==> src/rtl/axi2ahb_rdata.sv <==
// AXI-to-AHB bridge read-data return path: tags AHB read beats with ID/last/response
// and queues them in a first-word fall-through FIFO that feeds the AXI R channel.
module axi2ahb_rdata #(
    parameter int AXI_ID_WIDTH   = 1,
    parameter int AXI_DATA_WIDTH = 32,
    parameter int FIFO_DEPTH     = 8
) (
    input  logic                      ACLK,
    input  logic                      ARESET,
    // AXI R channel
    output logic [AXI_ID_WIDTH-1:0]   RID,
    output logic [AXI_DATA_WIDTH-1:0] RDATA,
    output logic [1:0]                RRESP,
    output logic                      RLAST,
    output logic                      RVALID,
    input  logic                      RREADY,
    // AHB data phase
    input  logic [AXI_DATA_WIDTH-1:0] HRDATA,
    input  logic                      HREADY,
    input  logic                      HRESP,
    // burst command
    input  logic                      cmd_valid_i,
    output logic                      cmd_ready_o,
    input  logic [AXI_ID_WIDTH-1:0]   cmd_id_i,
    input  logic [7:0]                cmd_len_i,
    input  logic                      cmd_error_i,
    // address sequencer handshake
    input  logic                      ctrl_addr_issue_i,
    output logic                      ctrl_rdata_ready_o,
    output logic                      ctrl_rdata_done_o
);

    localparam int PW = $clog2(FIFO_DEPTH);
    localparam int CW = PW + 1;
    localparam logic [CW-1:0] DEPTH_C = CW'(FIFO_DEPTH);
    localparam logic [CW:0]   DEPTH_S = (CW+1)'(FIFO_DEPTH);

    typedef enum logic [1:0] {
        IDLE  = 2'd0,
        BURST = 2'd1,
        ERRB  = 2'd2
    } state_e;

    typedef struct packed {
        logic [AXI_ID_WIDTH-1:0]   id;
        logic [AXI_DATA_WIDTH-1:0] data;
        logic [1:0]                resp;
        logic                      last;
    } rbeat_t;

    state_e                  state_q, state_d;
    logic [AXI_ID_WIDTH-1:0] id_q, id_d;
    logic [7:0]              len_q, len_d;
    logic [7:0]              bcnt_q, bcnt_d;
    logic                    dphase_q;
    logic [CW-1:0]           outst_q, outst_d;

    rbeat_t                  mem_q [FIFO_DEPTH];
    logic [PW-1:0]           wptr_q, rptr_q;
    logic [CW-1:0]           fcnt_q, fcnt_d;

    logic                    push, pop, full, last_beat, burst_push, issue_acc;
    rbeat_t                  push_beat, head;
    logic [CW:0]             credit_sum;

    assign last_beat  = (bcnt_q == len_q);
    assign full       = (fcnt_q == DEPTH_C);
    assign RVALID     = (fcnt_q != '0);
    assign pop        = RVALID && RREADY;
    assign issue_acc  = ctrl_addr_issue_i && HREADY;
    assign burst_push = push && (state_q == BURST);

    // Command/burst FSM and beat formation
    always_comb begin
        state_d   = state_q;
        id_d      = id_q;
        len_d     = len_q;
        bcnt_d    = bcnt_q;
        push      = 1'b0;
        push_beat = '0;
        case (state_q)
            IDLE: begin
                if (cmd_valid_i) begin
                    id_d    = cmd_id_i;
                    len_d   = cmd_len_i;
                    bcnt_d  = 8'd0;
                    state_d = cmd_error_i ? ERRB : BURST;
                end
            end
            BURST: begin
                if (dphase_q && HREADY) begin
                    push      = 1'b1;
                    push_beat = '{id: id_q, data: HRDATA,
                                  resp: HRESP ? 2'b10 : 2'b00, last: last_beat};
                end
            end
            ERRB: begin
                if (!full) begin
                    push      = 1'b1;
                    push_beat = '{id: id_q, data: '0, resp: 2'b10, last: last_beat};
                end
            end
            default: state_d = IDLE;
        endcase
        if (push) begin
            bcnt_d = bcnt_q + 8'd1;
            if (last_beat) state_d = IDLE;
        end
    end

    always_comb begin
        outst_d = outst_q;
        case ({issue_acc, burst_push})
            2'b10:   outst_d = outst_q + CW'(1);
            2'b01:   outst_d = outst_q - CW'(1);
            default: outst_d = outst_q;
        endcase
    end

    always_comb begin
        fcnt_d = fcnt_q;
        case ({push, pop})
            2'b10:   fcnt_d = fcnt_q + CW'(1);
            2'b01:   fcnt_d = fcnt_q - CW'(1);
            default: fcnt_d = fcnt_q;
        endcase
    end

    always_ff @(posedge ACLK or posedge ARESET) begin
        if (ARESET) begin
            state_q  <= IDLE;
            id_q     <= '0;
            len_q    <= '0;
            bcnt_q   <= '0;
            dphase_q <= 1'b0;
            outst_q  <= '0;
            wptr_q   <= '0;
            rptr_q   <= '0;
            fcnt_q   <= '0;
        end else begin
            state_q <= state_d;
            id_q    <= id_d;
            len_q   <= len_d;
            bcnt_q  <= bcnt_d;
            if (HREADY) dphase_q <= ctrl_addr_issue_i;
            outst_q <= outst_d;
            fcnt_q  <= fcnt_d;
            if (push) wptr_q <= wptr_q + PW'(1);
            if (pop)  rptr_q <= rptr_q + PW'(1);
        end
    end

    // Storage needs no reset: the head is masked whenever the FIFO is empty.
    always_ff @(posedge ACLK) begin
        if (push) mem_q[wptr_q] <= push_beat;
    end

    assign head = mem_q[rptr_q];
    assign {RID, RDATA, RRESP, RLAST} = RVALID ? head : '0;

    assign credit_sum         = {1'b0, fcnt_q} + {1'b0, outst_q};
    assign cmd_ready_o        = (state_q == IDLE);
    assign ctrl_rdata_ready_o = (state_q == BURST) && (credit_sum < DEPTH_S);
    assign ctrl_rdata_done_o  = push && last_beat;

    a_no_overflow: assert property (@(posedge ACLK) disable iff (ARESET)
        !(push && full && !pop));
    a_credit: assert property (@(posedge ACLK) disable iff (ARESET)
        !(ctrl_addr_issue_i && !ctrl_rdata_ready_o));

endmodule

==> config.mk <==
export PLATFORM = sky130hd
export DESIGN_NAME = axi2ahb_rdata
export DESIGN_NICKNAME = d
export VERILOG_FILES = /design/src/rtl/axi2ahb_rdata.sv
export SDC_FILE = /design/constraint.sdc
export NUM_CORES = 1
export LEC_CHECK = 0
export ABC_AREA = 1
export CELL_PAD_IN_SITES_DETAIL_PLACEMENT = 1
export CELL_PAD_IN_SITES_GLOBAL_PLACEMENT = 1
export CORE_MARGIN = 4
export CORE_UTILIZATION = 40
export DETAILED_ROUTE_END_ITERATION = 8
export GPL_ROUTABILITY_DRIVEN = 0
export MAX_ROUTING_LAYER = met4
export PLACE_DENSITY_LB_ADDON = 0.25
export SLEW_MARGIN = 10
export SYNTH_ARGS = -nofsm -noshare
export SYNTH_HDL_FRONTEND = slang
export SYNTH_SLANG_ARGS = --single-unit
==> constraint.sdc <==
create_clock -name ACLK -period 3.7 [get_ports ACLK]
set_input_delay 0.37 -clock ACLK [delete_from_list [all_inputs] [get_ports ACLK]]
set_output_delay 0.37 -clock ACLK [all_outputs]
set_load 0.05 [all_outputs]
# == Yosys cells after proc, flatten, opt, wreduce, memory -nomap -nowiden ==
# Memory sizes are Yosys's and may differ from the RTL's.
# Cells that the tools add are included.
# word_totals
n_memories,1
output_inout_bits,40
ram_bits,288
reg_bits,34
in_bits,49
word_cells,62
# mem_list
memory,words,word_bits,read_ports,rd_ports_with_merged_regs,wr,line,text
mem_q,8,36,1,0,1,58,rbeat_t mem_q [FIFO_DEPTH];
# classes
muxes,20
n_eq_ne,8
magnitude_cmp,1
reduce_logical,15
add_sub_neg,8
# op_table
cell,n
two-way mux 36 bit,3
case mux 36 bit (2 select lines),1
two-way mux 8 bit,3
case mux 4 bit (2 select lines),2
two-way mux 2 bit,5
"adder 4 x 1 -> 4 bit, second input constant",2
"adder 8 x 1 -> 8 bit, second input constant",1
equality test 8 bit,1
nonzero test 2 bit,4
"subtractor 4 x 1 -> 4 bit, second input constant",2
"adder 3 x 1 -> 3 bit, second input constant",2
"equality test 2 x 1 -> 1 bit, second input constant",3
"equality test 2 bit, second input constant",3
logical AND 1 bit,6
adder 4 x 4 -> 5 bit,1
"< comparator 5 x 4 -> 1 bit, second input constant",1
"equality test 4 bit, second input constant",1
two-way mux 1 bit,4
case mux 2 bit (2 select lines),1
AND reduction 2 bit,2
nonzero test 4 bit,1
logical NOT 2 bit,1
case mux 1 bit (2 select lines),1
OR reduction 2 bit,1

# == Depth between registers and ports, before layout ==
# Gate-level depths: netlist (run 1).
# logic_depth
ltp_word,6
depth_mapped,16
depth_no_buf,15

# == Worst setup path after synthesis (run 1) ==
# Ideal clock, no wire load.
# synth_path
path_type,register to register
from,reg state_q[1]
to,mem mem_q[0][0] (netlist name) (enable)
setup_time_ns,0.427
arrival_time_ns,2.626
slack_ns,0.646
period_less_slack_ns,3.054
required_time_ns,3.273
stages_incl_launch_ff,7
path_buffers,0
path_cell_list,dfrtp_1 > inv_1 > ha_1 > nand3_1 > a21oi_1 > nand2_1 > nor2_1
# synth_between
elab_chain_len,4
# synth_rtl
element,line,text
from (decl),51,"state_e state_q, state_d;"
from (signal assigned),141,state_q <= state_d;
equality test 2 bit / equality test 2 x 1 -> 1 bit (equally long branches),81,case (state_q)
case mux 1 bit (2 select lines) *,81,
two-way mux 1 bit *,155,if (push) mem_q[wptr_q] <= push_beat;
two-way mux 1 bit (not written as such) *,155,
to (decl),58,
# Every way passes the cells marked *; elsewhere a longest branch is shown, timed or not.

# == Final worst setup path (run 1) ==
# layout_path
from,reg state_q[1]
to,out ctrl_rdata_done_o
# layout_between
elab_chain_len,3
# layout_rtl
element,line,text
equality test 2 bit / equality test 2 x 1 -> 1 bit (equally long branches),81,
case mux 1 bit (2 select lines) *,81,
logical AND 1 bit *,164,assign ctrl_rdata_done_o = push && last_beat;
to (decl),30,output logic ctrl_rdata_done_o
# Marks and branches as above.

==> results of run 1 <==
## sequential cells by signal, indices dropped and copies added (netlist names)
signal	count
state_q	2
fcnt_q	4
wptr_q	3
dphase_q	1
bcnt_q	8
outst_q	4
len_q	8
id_q	1
rptr_q	3
mem_q	280
## worst max-delay path, stage by stage (launching register included)
cell and delay (ns):
dfrtp_1 0.38, inv_1 0.14, ha_1 0.23, nand3_1 0.15
nand2_1 0.18, nand2_2 0.08, nor3_1 0.16, clkdlybuf4s50_1 0.84
## cell usage after synthesis
library cell	number	area, um^2
buf_2	18	90.1
buf_4	5	37.5
nand4_1	5	31.3
buf_1	4	15.0
o22ai_1	35	219
buf_6	7	78.8
o21ai_0	123	616
clkinv_1	1	3.75
dfrtp_1	34	851
inv_2	1	3.75
a31oi_1	1	6.26
nor3_1	3	15.0
clkbuf_1	28	105
inv_1	75	282
xnor2_1	7	61.3
o21ai_1	38	190
nor2_2	1	6.26
nand2_1	135	507
conb_1	1	3.75
o211ai_1	35	263
ha_1	15	188
a21oi_1	7	35.0
edfxtp_1	280	8410
a31o_2	1	8.76
nand2_2	3	18.8
xor2_1	2	17.5
nand3_1	19	95.1
nor2_1	302	1130
## kinds of logic (layout without fill, tap and decap cells)
kind of cell / count (synthesis) / in the layout
AOI/OAI and AO/OA: 240 / 240
xor gates and xnor gates: 9 / 9
adders and majority gates: 15 / 15
buffers and inverters: 139 / 250
DFF: 314 / 314
other: 1 / 1
and+or+nand+nor: 468 / 468
## per-layer routing
metal / global-route usage, % / vias to the layer above / routed length [um]
met5: - / - / 0
li1: - / 4278 / -
met3: 2.53 / 34 / 1210
met1: 25.0 / 4580 / 14900
met4: 3.45 / 0 / 434
met2: 32.7 / 164 / 16800
## metrics by stage
step           setup slack (ns)  instances
4_1_cts                   0.622       1739
2_1_floorplan             0.646       1186
3_3_place_gp              0.820       1681
6_report                  0.667       1739
5_1_grt                   0.501       1739
3_5_place_dp              0.714       1681
## power groups by stage
stage          Sequential, mW  Clock (mW)  Combinational [mW]
2_1_floorplan            4.43           0                4.25
3_3_place_gp             4.51           0                7.08
3_5_place_dp             4.52           0                7.19
4_1_cts                  4.45        3.09                7.22
5_1_grt                  4.49        3.27                7.69
6_report                 4.45        3.01                7.10
## final cells by class
cell class | count | share of cell area (%)
clock inverter | 8 | 0.218
multi-input combinational | 733 | 21.6
timing repair buffer | 115 | 9.45
tap | 442 | 3.44
clock buffer | 50 | 5.80
sequential | 314 | 57.7
inverter | 77 | 1.81
## worst paths after layout
path                       depth (start not counted)                 to    startpoint  slack, ns
min in group asynchronous                          2           dphase_q        ARESET       0.45
min reg2reg                                        2               id_q          id_q       0.54
max reg2reg                                        7       mem_q[4][20]    state_q[1]       0.92
max in group asynchronous                          2          rptr_q[0]        ARESET       2.48
min                                                3           len_q[1]  cmd_len_i[1]       0.44
max                                                7  ctrl_rdata_done_o    state_q[1]       0.67
==> metrics.md, run 1 <==
| Metric | Value |
|---|---|
| # IOs | `89` |
| Area growth syn-to-layout | `20.9%` |
| Max_cap viols | `0` |
| # Post-CTS Setup Buffers | `0` |
| Routed wire per std cell | `around 19 um` |
| DRT antenna net count | `0` |
| Final Setup Violations | `0` |
| Die Span X | `190 um` |
| Commonest non-fill, non-tap cell in the layout | `nor2_1` |
| Adder-Cell Fraction of Synth Area | `1.41%` |
| RSZ-0062 raised after global routing | `false` |
| Seq/Total Area, Yosys | `69.7%` |
| Int Power | `8.63 mW` |
| Storage cell area | `between 9000 and 10000 um^2` |
| DR pass1 iterations | `4` |
| Clk root buf | `clkbuf_16` |
| Worst-Skew Late Latency | `0.50 ns` |
| Pins over their slew limit | `0` |
| Critical Path Sink Type | `primary output` |
| Layout cell share with drive strength beyond 1 | `under 10%` |
| First-pass GRT wire length | `53000 um` |
| Final Hold Viols | `0` |
| Layout Skew | `0.0122 ns` |
| Multi-input combinational cell area | `3470 um^2` |
| Placed cell areas | `15100 um^2` |
| Design area | `16100 um^2` |
| Compound-cell area share of the yosys netlist | `10.1%` |
| Logic pwr share | `48.8%` |
| Initial DRC count | `589` |
| Status | `completed` |
| Clock-pin slew on the worst setup and hold paths | `approximately 0.06 ns` |
| Starting Density | `40.7%` |
| Largest family of logic cells by synthesized area | `simple AND/OR/NAND/NOR gates` |
| Total grt overflow | `0` |
| Fillers | `3454` |
| Detailed placer's ending HPWL | `19700 um` |
| Hold WS | `0.438 ns` |
| Worst-case vdd ir drop | `524 uV` |
| Crit-path max FO | `5` |
| Num CTS Buffers | `34` |
| Rows | `66` |
| Core ar. | `32600 um^2` |
| Vias in the first global route | `~9600` |
| Crit start category | `flop` |
| Port Buffers | `between 80 and 90` |
| DR vias/cell | `5.21` |
| Post-Synth XOR/XNOR Area | `0.593%` |
| Crit path time final | `3.03 ns` |
| Period utilization | `82.0%` |
| Clock power share | `20.7%` |
| CTS tree | `yes` |
| Clk sink count | `314` |
| P per Cell Area | `roughly 900 nW/um^2` |
| Post-synth cell types | `28` |
| Global Route Usage Sum | `19.1%` |
| Switch Pwr | `5.94 mW` |
| Tightest Pin Transition | `1.07 ns` |
| Tot Pwr | `around 15 mW` |
| Most frequent cells in the layout | `nor2_1, edfxtp_1, nand2_1, o21ai_0, inv_1` |
| Die Y | `about 190 um` |
| Synth Cell Area | `13300 um^2` |
| Yosys warning count | `0` |
| Max_slew headroom | `28.5%` |
| Htree depth | `2` |
| Synth Instances | `1186` |
| Crit Path Category | `reg -> out` |
| HP Class | `in -> reg` |
| Largest net degree at the start of global routing | `107` |
| Die area | `roughly 36000 um^2` |
| Total Wirelength | `about 33000 um` |
| Simple-gate share of the synthesized area | `13.6%` |
| Clock buffer depth | `3` |
| Number of diodes | `0` |
| Nets | `between 1000 and 1500` |
| Total number of vias | `9056` |
| Critical Path RT | `3.33 ns` |
| Fmax | `330 MHz` |
| Post-synthesis net count | `about 1300` |
| Hold Buf Count CTS | `0` |
| Synth Area per Inst | `11.2 um^2` |
| Sum Neg Setup Slack | `0 ns` |
| #FFs+latches synth | `314` |
| Switching Share | `40.8%` |
| Layout Utilization | `49.3%` |
| Seq pwr share | `30.6%` |
| # resized after CTS | `0` |
| Initial antenna violation count | `0` |
| Post-synthesis mux area share | `0%` |
| Static leakage | `5.99 nW` |
| Post-route DRC | `0` |
| Arr. time, crit path | `2.66 ns` |
(Power assumes the default switching activity.)
==> inputs of run 2 (changes only) <==
==> constraint.sdc (replaced) <==
create_clock -name ACLK -period 2.6 [get_ports ACLK]
set_input_delay 0.26 -clock ACLK [delete_from_list [all_inputs] [get_ports ACLK]]
set_output_delay 0.26 -clock ACLK [all_outputs]
set_load 0.05 [all_outputs]
==> run 2 against run 1 <==
First-iteration DRC count fell by 3.1%. Via count increased by 2.1%. Highest routed layer unchanged. Worst hold slack got worse by 0.19 ns.
==> metrics.md, run 2 (synthesis results as in run 1) <==
| Metric | Value |
|---|---|
| Most frequent cells in the layout | `edfxtp_1, nor2_1, nand2_1, o21ai_0, inv_1` |
| Int Power | `13.3 mW (+54%)` |
| Post-route DRC | `0 (unchanged)` |
| Initial DRC count | `571 (-3.1%)` |
| First-pass GRT wire length | `54700 um (+3.3%)` |
| Pins over their slew limit | `0 (unchanged)` |
| Registers with the most flip-flops | `mem_q: 280 flops, bcnt_q: 8 flops, len_q: 8 flops` |
| Clock buffer depth | `3 (unchanged)` |
| Total Wirelength | `35900 um (+7.6%)` |
| CTS tree | `yes` |
| Crit Path Category | `reg -> out` |
| Clk root buf | `clkbuf_16` |
| Layout cell share with drive strength beyond 1 | `12.9% (+4.0 points)` |
| Critical Path RT | `2.34 ns (-0.99 ns)` |
| Clock-pin slew on the worst setup and hold paths | `0.06 ns (about the same)` |
| Clk sink count | `314 (unchanged)` |
| Worst-case vdd ir drop | `924 uV (+76%)` |
| Max reg flops | `280 (unchanged)` |
| Num CTS Buffers | `35 (+2.9%)` |
| Tot Pwr | `22.4 mW (+54%)` |
| Rows | `66 (unchanged)` |
| Nets | `1356 (+1.3%)` |
| Switch Pwr | `9.05 mW (+52%)` |
| Starting Density | `40.7% (unchanged)` |
| Total number of vias | `9246 (+2.1%)` |
| Pre-CTS setup slack | `0.0683 ns (-0.646 ns)` |
| Initial antenna violation count | `0 (unchanged)` |
| Clock power share | `22.3% (+1.6 points)` |
| Routed wire per std cell | `20.4 um (+6.5%)` |
| DRT antenna net count | `0 (unchanged)` |
| Htree depth | `2 (unchanged)` |
| Crit start category | `flop` |
| Arr. time, crit path | `2.26 ns (-0.40 ns)` |
| Crit path time final | `2.52 ns` |
| Total grt overflow | `0 (unchanged)` |
| Port Buffers | `87 (unchanged)` |
| Die Span X | `190 um (unchanged)` |
| Vias in the first global route | `9802 (+2.5%)` |
| Core ar. | `32600 um^2 (unchanged)` |
| Number of diodes | `0 (unchanged)` |
| Area growth syn-to-layout | `25.5%` |
| Max_slew headroom | `40.0% (+11 points)` |
| # IOs | `89 (unchanged)` |
| Status | `completed` |
| Final Hold Viols | `0 (unchanged)` |
| Final Setup Violations | `0 (unchanged)` |
| Worst-Skew Late Latency | `0.51 ns (about the same)` |
| Switching Share | `40.4% (-0.31 points)` |
| DR vias/cell | `5.26 (+0.99%)` |
| Critical Path Sink Type | `primary output` |
| Layout Skew | `0.0171 ns (+0.00493 ns)` |
| Seq pwr share | `28.7% (-1.9 points)` |
| Reg with most FFs | `mem_q` |
| Die area | `36200 um^2 (unchanged)` |
| Global Route Usage Sum | `19.7% (+0.62 points)` |
| DR pass1 iterations | `4 (unchanged)` |
| Crit-path max FO | `19 (+14)` |
| Fmax | `397 MHz` |
| Logic pwr share | `49.1% (+0.3 points)` |
| Hold Buf Count CTS | `0 (unchanged)` |
| HP Class | `in -> async` |
| Period utilization | `between 90% and 100%` |
| Commonest non-fill, non-tap cell in the layout | `edfxtp_1` |
| Detailed placer's ending HPWL | `20100 um (+2.3%)` |
| Worst Setup Slack, final | `0.0823 ns (-0.585 ns)` |
| P per Cell Area | `1340 nW/um^2 (+48%)` |
| Max_cap viols | `0 (unchanged)` |
| Fillers | `3366 (-2.5%)` |
| R2R cell count | `14 (+7)` |
| Largest net degree at the start of global routing | `72 (-33%)` |
| Static leakage | `6.25 nW (+4.4%)` |
| Die Y | `190 um (unchanged)` |
| Tightest Pin Transition | `0.899 ns (-0.172 ns)` |
run 2: path summary, 6_finish.rpt:
path                                   start          to  slack, ns
worst max register to register    state_q[1]  outst_q[2]       0.29
worst max-delay path               rptr_q[0]   RDATA[14]       0.08
worst min register to register    outst_q[0]  outst_q[0]       0.55
worst min-delay path                  ARESET  outst_q[2]       0.25
max in group asynchronous             ARESET    len_q[5]       1.68
min in group ACLK               cmd_len_i[3]    len_q[3]       0.32
run 2: metrics by stage:
stage / cell area (um^2) / TNS, ns / cells / hold slack (ns) / util (%)
after CTS: 16500 / 0 / 1752 / 0.268 / 50.6
final: 16700 / 0 / 1758 / 0.250 / 51.1
after detailed placement: 15300 / 0 / 1690 / 0.538 / 46.8
after floorplan: 13300 / -110.89 / 1186 / 0.367 / -
after global routing: 16700 / -0.0545 / 1758 / 0.322 / 51.1
after global placement: 15300 / 0 / 1690 / 0.527 / 46.8
run 2: worst max-delay path, cell delays in order (launching register included):
cell and delay [ns]:
dfrtp_4 0.61, clkinv_8 0.18, buf_6 0.21, nor2_1 0.16
o22ai_1 0.13, nor2_1 0.22, nor2_4 0.08, buf_12 0.15
run 2: power groups by stage:
| stage | combinational (mW) | sequential [mW] | clock, mW |
|---|---|---|---|
| floorplan | 6.05 | 6.31 | 0 |
| global placement | 10.2 | 6.45 | 0 |
| detailed placement | 10.4 | 6.48 | 0 |
| CTS | 10.7 | 6.39 | 5.08 |
| global route | 11.8 | 6.47 | 5.33 |
| finish | 11.0 | 6.42 | 4.99 |
run 2: final cells by class:
type	instances	area (um^2)	area share, %
multi-input cells	733	3550	21.3
clock buffers	41	898	5.39
flip-flops and latches	314	9270	55.6
repair buffers	130	1860	11.1
inverters	77	302	1.81
repair inverters	1	8.76	0.0525
well taps	442	553	3.32
clock inverters	20	245	1.47
run 2: routing by layer:
layer | vias to the layer above | wire length (um) | GRT usage [%]
li1 | 4320 | - | -
met1 | 4699 | 16000 | 25.4
met2 | 173 | 17800 | 33.3
met3 | 54 | 1460 | 3.13
met4 | 0 | 665 | 4.70
met5 | - | 0 | -
run 2: what timing repair did:
| item | 4_1_cts | 5_1_grt |
|---|---|---|
| endpoints found under the setup margin | 33 | 38 |
| cloned | 1 | 5 |
| pin swaps | 0 | 5 |
| buffers inserted | 0 | 1 |
| gates resized for setup | 11 | 26 |
==> inputs of run 3 (changes only) <==
--- a/config.mk
+++ b/config.mk
@@ -11,10 +11,10 @@
 export CORE_MARGIN = 4
 export CORE_UTILIZATION = 40
 export DETAILED_ROUTE_END_ITERATION = 8
-export GPL_ROUTABILITY_DRIVEN = 0
 export MAX_ROUTING_LAYER = met4
-export PLACE_DENSITY_LB_ADDON = 0.25
+export PLACE_DENSITY = 0.81
 export SLEW_MARGIN = 10
 export SYNTH_ARGS = -nofsm -noshare
 export SYNTH_HDL_FRONTEND = slang
 export SYNTH_SLANG_ARGS = --single-unit
+export TNS_END_PERCENT = 100
==> run 3 against run 2 <==
Clock power is 6.6% lower. Critical path type unchanged. Worst hold slack worse by 0.057 ns. Fmax is 1.6% lower. Sequential share of layout area is 0.26 points higher. Register-to-register slack worse by 0.14 ns. Power is 1.1% lower. Count of clock-buffer cells in the layout is 2 lower. Via count is 1.8% higher. Flip-flop and latch count stayed put. Largest cell class unchanged.
==> metrics.md, run 3 (synthesis results as in run 1) <==
| Metric | Value |
|---|---|
| Status | `completed` |
| Worst-Skew Late Latency | `0.51 ns (about the same)` |
| Met3 Use GR | `2.93% (-0.20 points)` |
| R2r setup slk | `0.15 ns (-0.14 ns)` |
| Initial antenna violation count | `1 (+1)` |
| Hold Buf Count CTS | `0 (unchanged)` |
| Max reg flops | `280 (unchanged)` |
| Fillers | `3374 (+0.24%)` |
| Die Y | `190 um (unchanged)` |
| Starting Density | `40.7% (unchanged)` |
| GRT busiest layer | `met2` |
| Htree depth | `2 (unchanged)` |
| Arr. time, crit path | `2.30 ns (+0.04 ns)` |
| Total Wirelength | `38000 um (+5.8%)` |
| Most frequent cells in the layout | `edfxtp_1, nor2_1, nand2_1, o21ai_0, inv_1` |
| Final Setup Violations | `0 (unchanged)` |
| Global Route Usage Sum | `21.5% (+1.8 points)` |
| Worst Setup Slack, final | `0.0404 ns (-0.0419 ns)` |
| Critical Path Sink Type | `primary output` |
| Hold WS | `0.192 ns (-0.0571 ns)` |
| # IOs | `89 (unchanged)` |
| CP max-delay cell | `dfrtp_4` |
| M1 GR Usage | `25.4% (+0.036 points)` |
| Crit Path Category | `reg -> out` |
| Clk root buf | `clkbuf_16` |
| Total number of vias | `9408 (+1.8%)` |
| P per Cell Area | `1330 nW/um^2 (-0.66%)` |
| Worst-case vdd ir drop | `1110 uV (+20%)` |
| Largest net degree at the start of global routing | `50 (-31%)` |
| Reg with most FFs | `mem_q` |
| Registers with the most flip-flops | `mem_q: 280 flops, bcnt_q: 8 flops, len_q: 8 flops` |
| Die Span X | `190 um (unchanged)` |
| Crit-path max FO | `33 (+14)` |
| DRT antenna net count | `0 (unchanged)` |
| RSZ-0062 raised after global routing | `true` |
| Gp weighted congestion | `0.774` |
| Design area | `16600 um^2 (-0.46%)` |
| Routed wire per std cell | `21.6 um (+5.9%)` |
| Clock-pin slew on the worst setup and hold paths | `0.06 ns (about the same)` |
| Initial DRC count | `825 (+44%)` |
| Die area | `36200 um^2 (unchanged)` |
| Layout cell share with drive strength beyond 1 | `13.0% (+0.096 points)` |
| CP bufs+invs | `2 (-1)` |
| Sum Neg Setup Slack | `0 ns (unchanged)` |
| DR pass1 iterations | `5 (+1)` |
| Fmax | `391 MHz (-1.6%)` |
| Multi-input combinational cell area | `3580 um^2 (+0.99%)` |
| Post-route DRC | `0 (unchanged)` |
| Tightest Pin Transition | `0.742 ns (-0.156 ns)` |
| Vias in the first global route | `10300 (+4.6%)` |
| Port Buffers | `87 (unchanged)` |
| DR vias/cell | `5.35 (+1.8%)` |
| Clock buffer depth | `3 (unchanged)` |
| Nets | `1353 (-0.22%)` |
| Commonest non-fill, non-tap cell in the layout | `edfxtp_1` |
| HP Class | `in -> async` |
| Placed cell areas | `15300 um^2 (about the same)` |
| Area growth syn-to-layout | `25.0%` |
| GR Util met2 | `38.3% (+5.0 points)` |
| Cell count after placement | `1690 (unchanged)` |
| Layout Utilization | `50.9% (-0.23 points)` |
| Num CTS Buffers | `34 (-2.9%)` |
| Final Hold Viols | `0 (unchanged)` |
| Period utilization | `98.4% (+1.6 points)` |
| Pre-CTS setup slack | `-0.145 ns (-0.213 ns)` |
| Max_cap viols | `0 (unchanged)` |
| Tot Pwr | `22.1 mW (-1.1%)` |
| Storage cell area | `9270 um^2 (unchanged)` |
| Clk sink count | `314 (unchanged)` |
| Crit start category | `flop` |
| CP max stage delay | `0.58 ns (-0.03 ns)` |
| First-pass GRT wire length | `58900 um (+7.6%)` |
| Rows | `66 (unchanged)` |
| Detailed placer's ending HPWL | `22000 um (+9.3%)` |
| Crit-path cells | `bufbuf_16 -> nor2_1 -> o21ai_1 -> o211ai_1 -> nand2_1 -> nor2_2 -> buf_12` |
| Fin cells | `1757 (-0.057%)` |
| Layout Skew | `0.0241 ns (+0.00692 ns)` |
| CTS tree | `yes` |
| Critical Path RT | `2.34 ns (about the same)` |
| Max_slew headroom | `50.5% (+10 points)` |
| Pins over their slew limit | `0 (unchanged)` |
| Static leakage | `6.22 nW (-0.46%)` |
| Core ar. | `32600 um^2 (unchanged)` |
| Total grt overflow | `0 (unchanged)` |
| Crit path time final | `2.56 ns (+0.0419 ns)` |
| Crit-path leading delay family | `flip-flops` |
[run 3: cell types whose count changed in the layout (fill, tap and decap cells not counted), sizes merged]
cell	delta
bufinv	-3
bufbuf	+1
buf	+1
diode	+1
clkbuf	-5
clkinv	+5
clkinvlp	-1
[run 3: area by class of cell]
cell class,count,share of cell area (%)
flip-flops and latches,314,55.8
multi-input cells,733,21.6
repair buffers,129,11.1
clock buffers,39,5.37
well taps,442,3.33
inverters,77,1.77
clock inverters,22,1.05
diodes,1,0.0151
[run 3: path summary, 6_finish.rpt]
check | from | endpoint | depth (start not counted)
worst max-delay path | rptr_q[1] | RDATA[21] | 7
worst min-delay path | ARESET | len_q[0] | 3
worst max register to register | fcnt_q[0] | fcnt_q[2] | 15
worst min register to register | id_q | id_q | 2
max in group asynchronous | ARESET | rptr_q[1] | 3
min in group ACLK | cmd_len_i[2] | len_q[2] | 3
[run 3: routing by layer]
layer,part of all wire [%],wire [um]
met5,0,0
met1,40,15200
met4,3.1,1190
met2,53,20000
met3,4.2,1600
[run 3: where the power goes]
group | leakage, nW | total (mW) | internal, mW | switching, mW
Sequential | 2.98 | 6.47 | 6.02 | 0.447
Combinational | 2.72 | 11.0 | 4.24 | 6.76
Clock | 0.525 | 4.66 | 2.75 | 1.91
[run 3: worst reg2reg max path, stage by stage (launching register included)]
cell	delay, ns
dfrtp_1	0.44
nor2_2	0.18
nand3_1	0.12
nand2_1	0.14
nand2_2	0.09
nand2_2	0.07
buf_4	0.24
ha_1	0.27
nand2_1	0.09
inv_1	0.10
nor2_1	0.06
ha_1	0.17
a21oi_1	0.15
xnor2_1	0.13
nand2_1	0.06
o21ai_0	0.06
[run 3: repair_timing]
action                                  4_1_cts  5_1_grt
pin swaps                                     0        1
resized for setup                            21       22
gates cloned                                  2        1
setup buffers                                 1        1
endpoints found under the setup margin      117       51
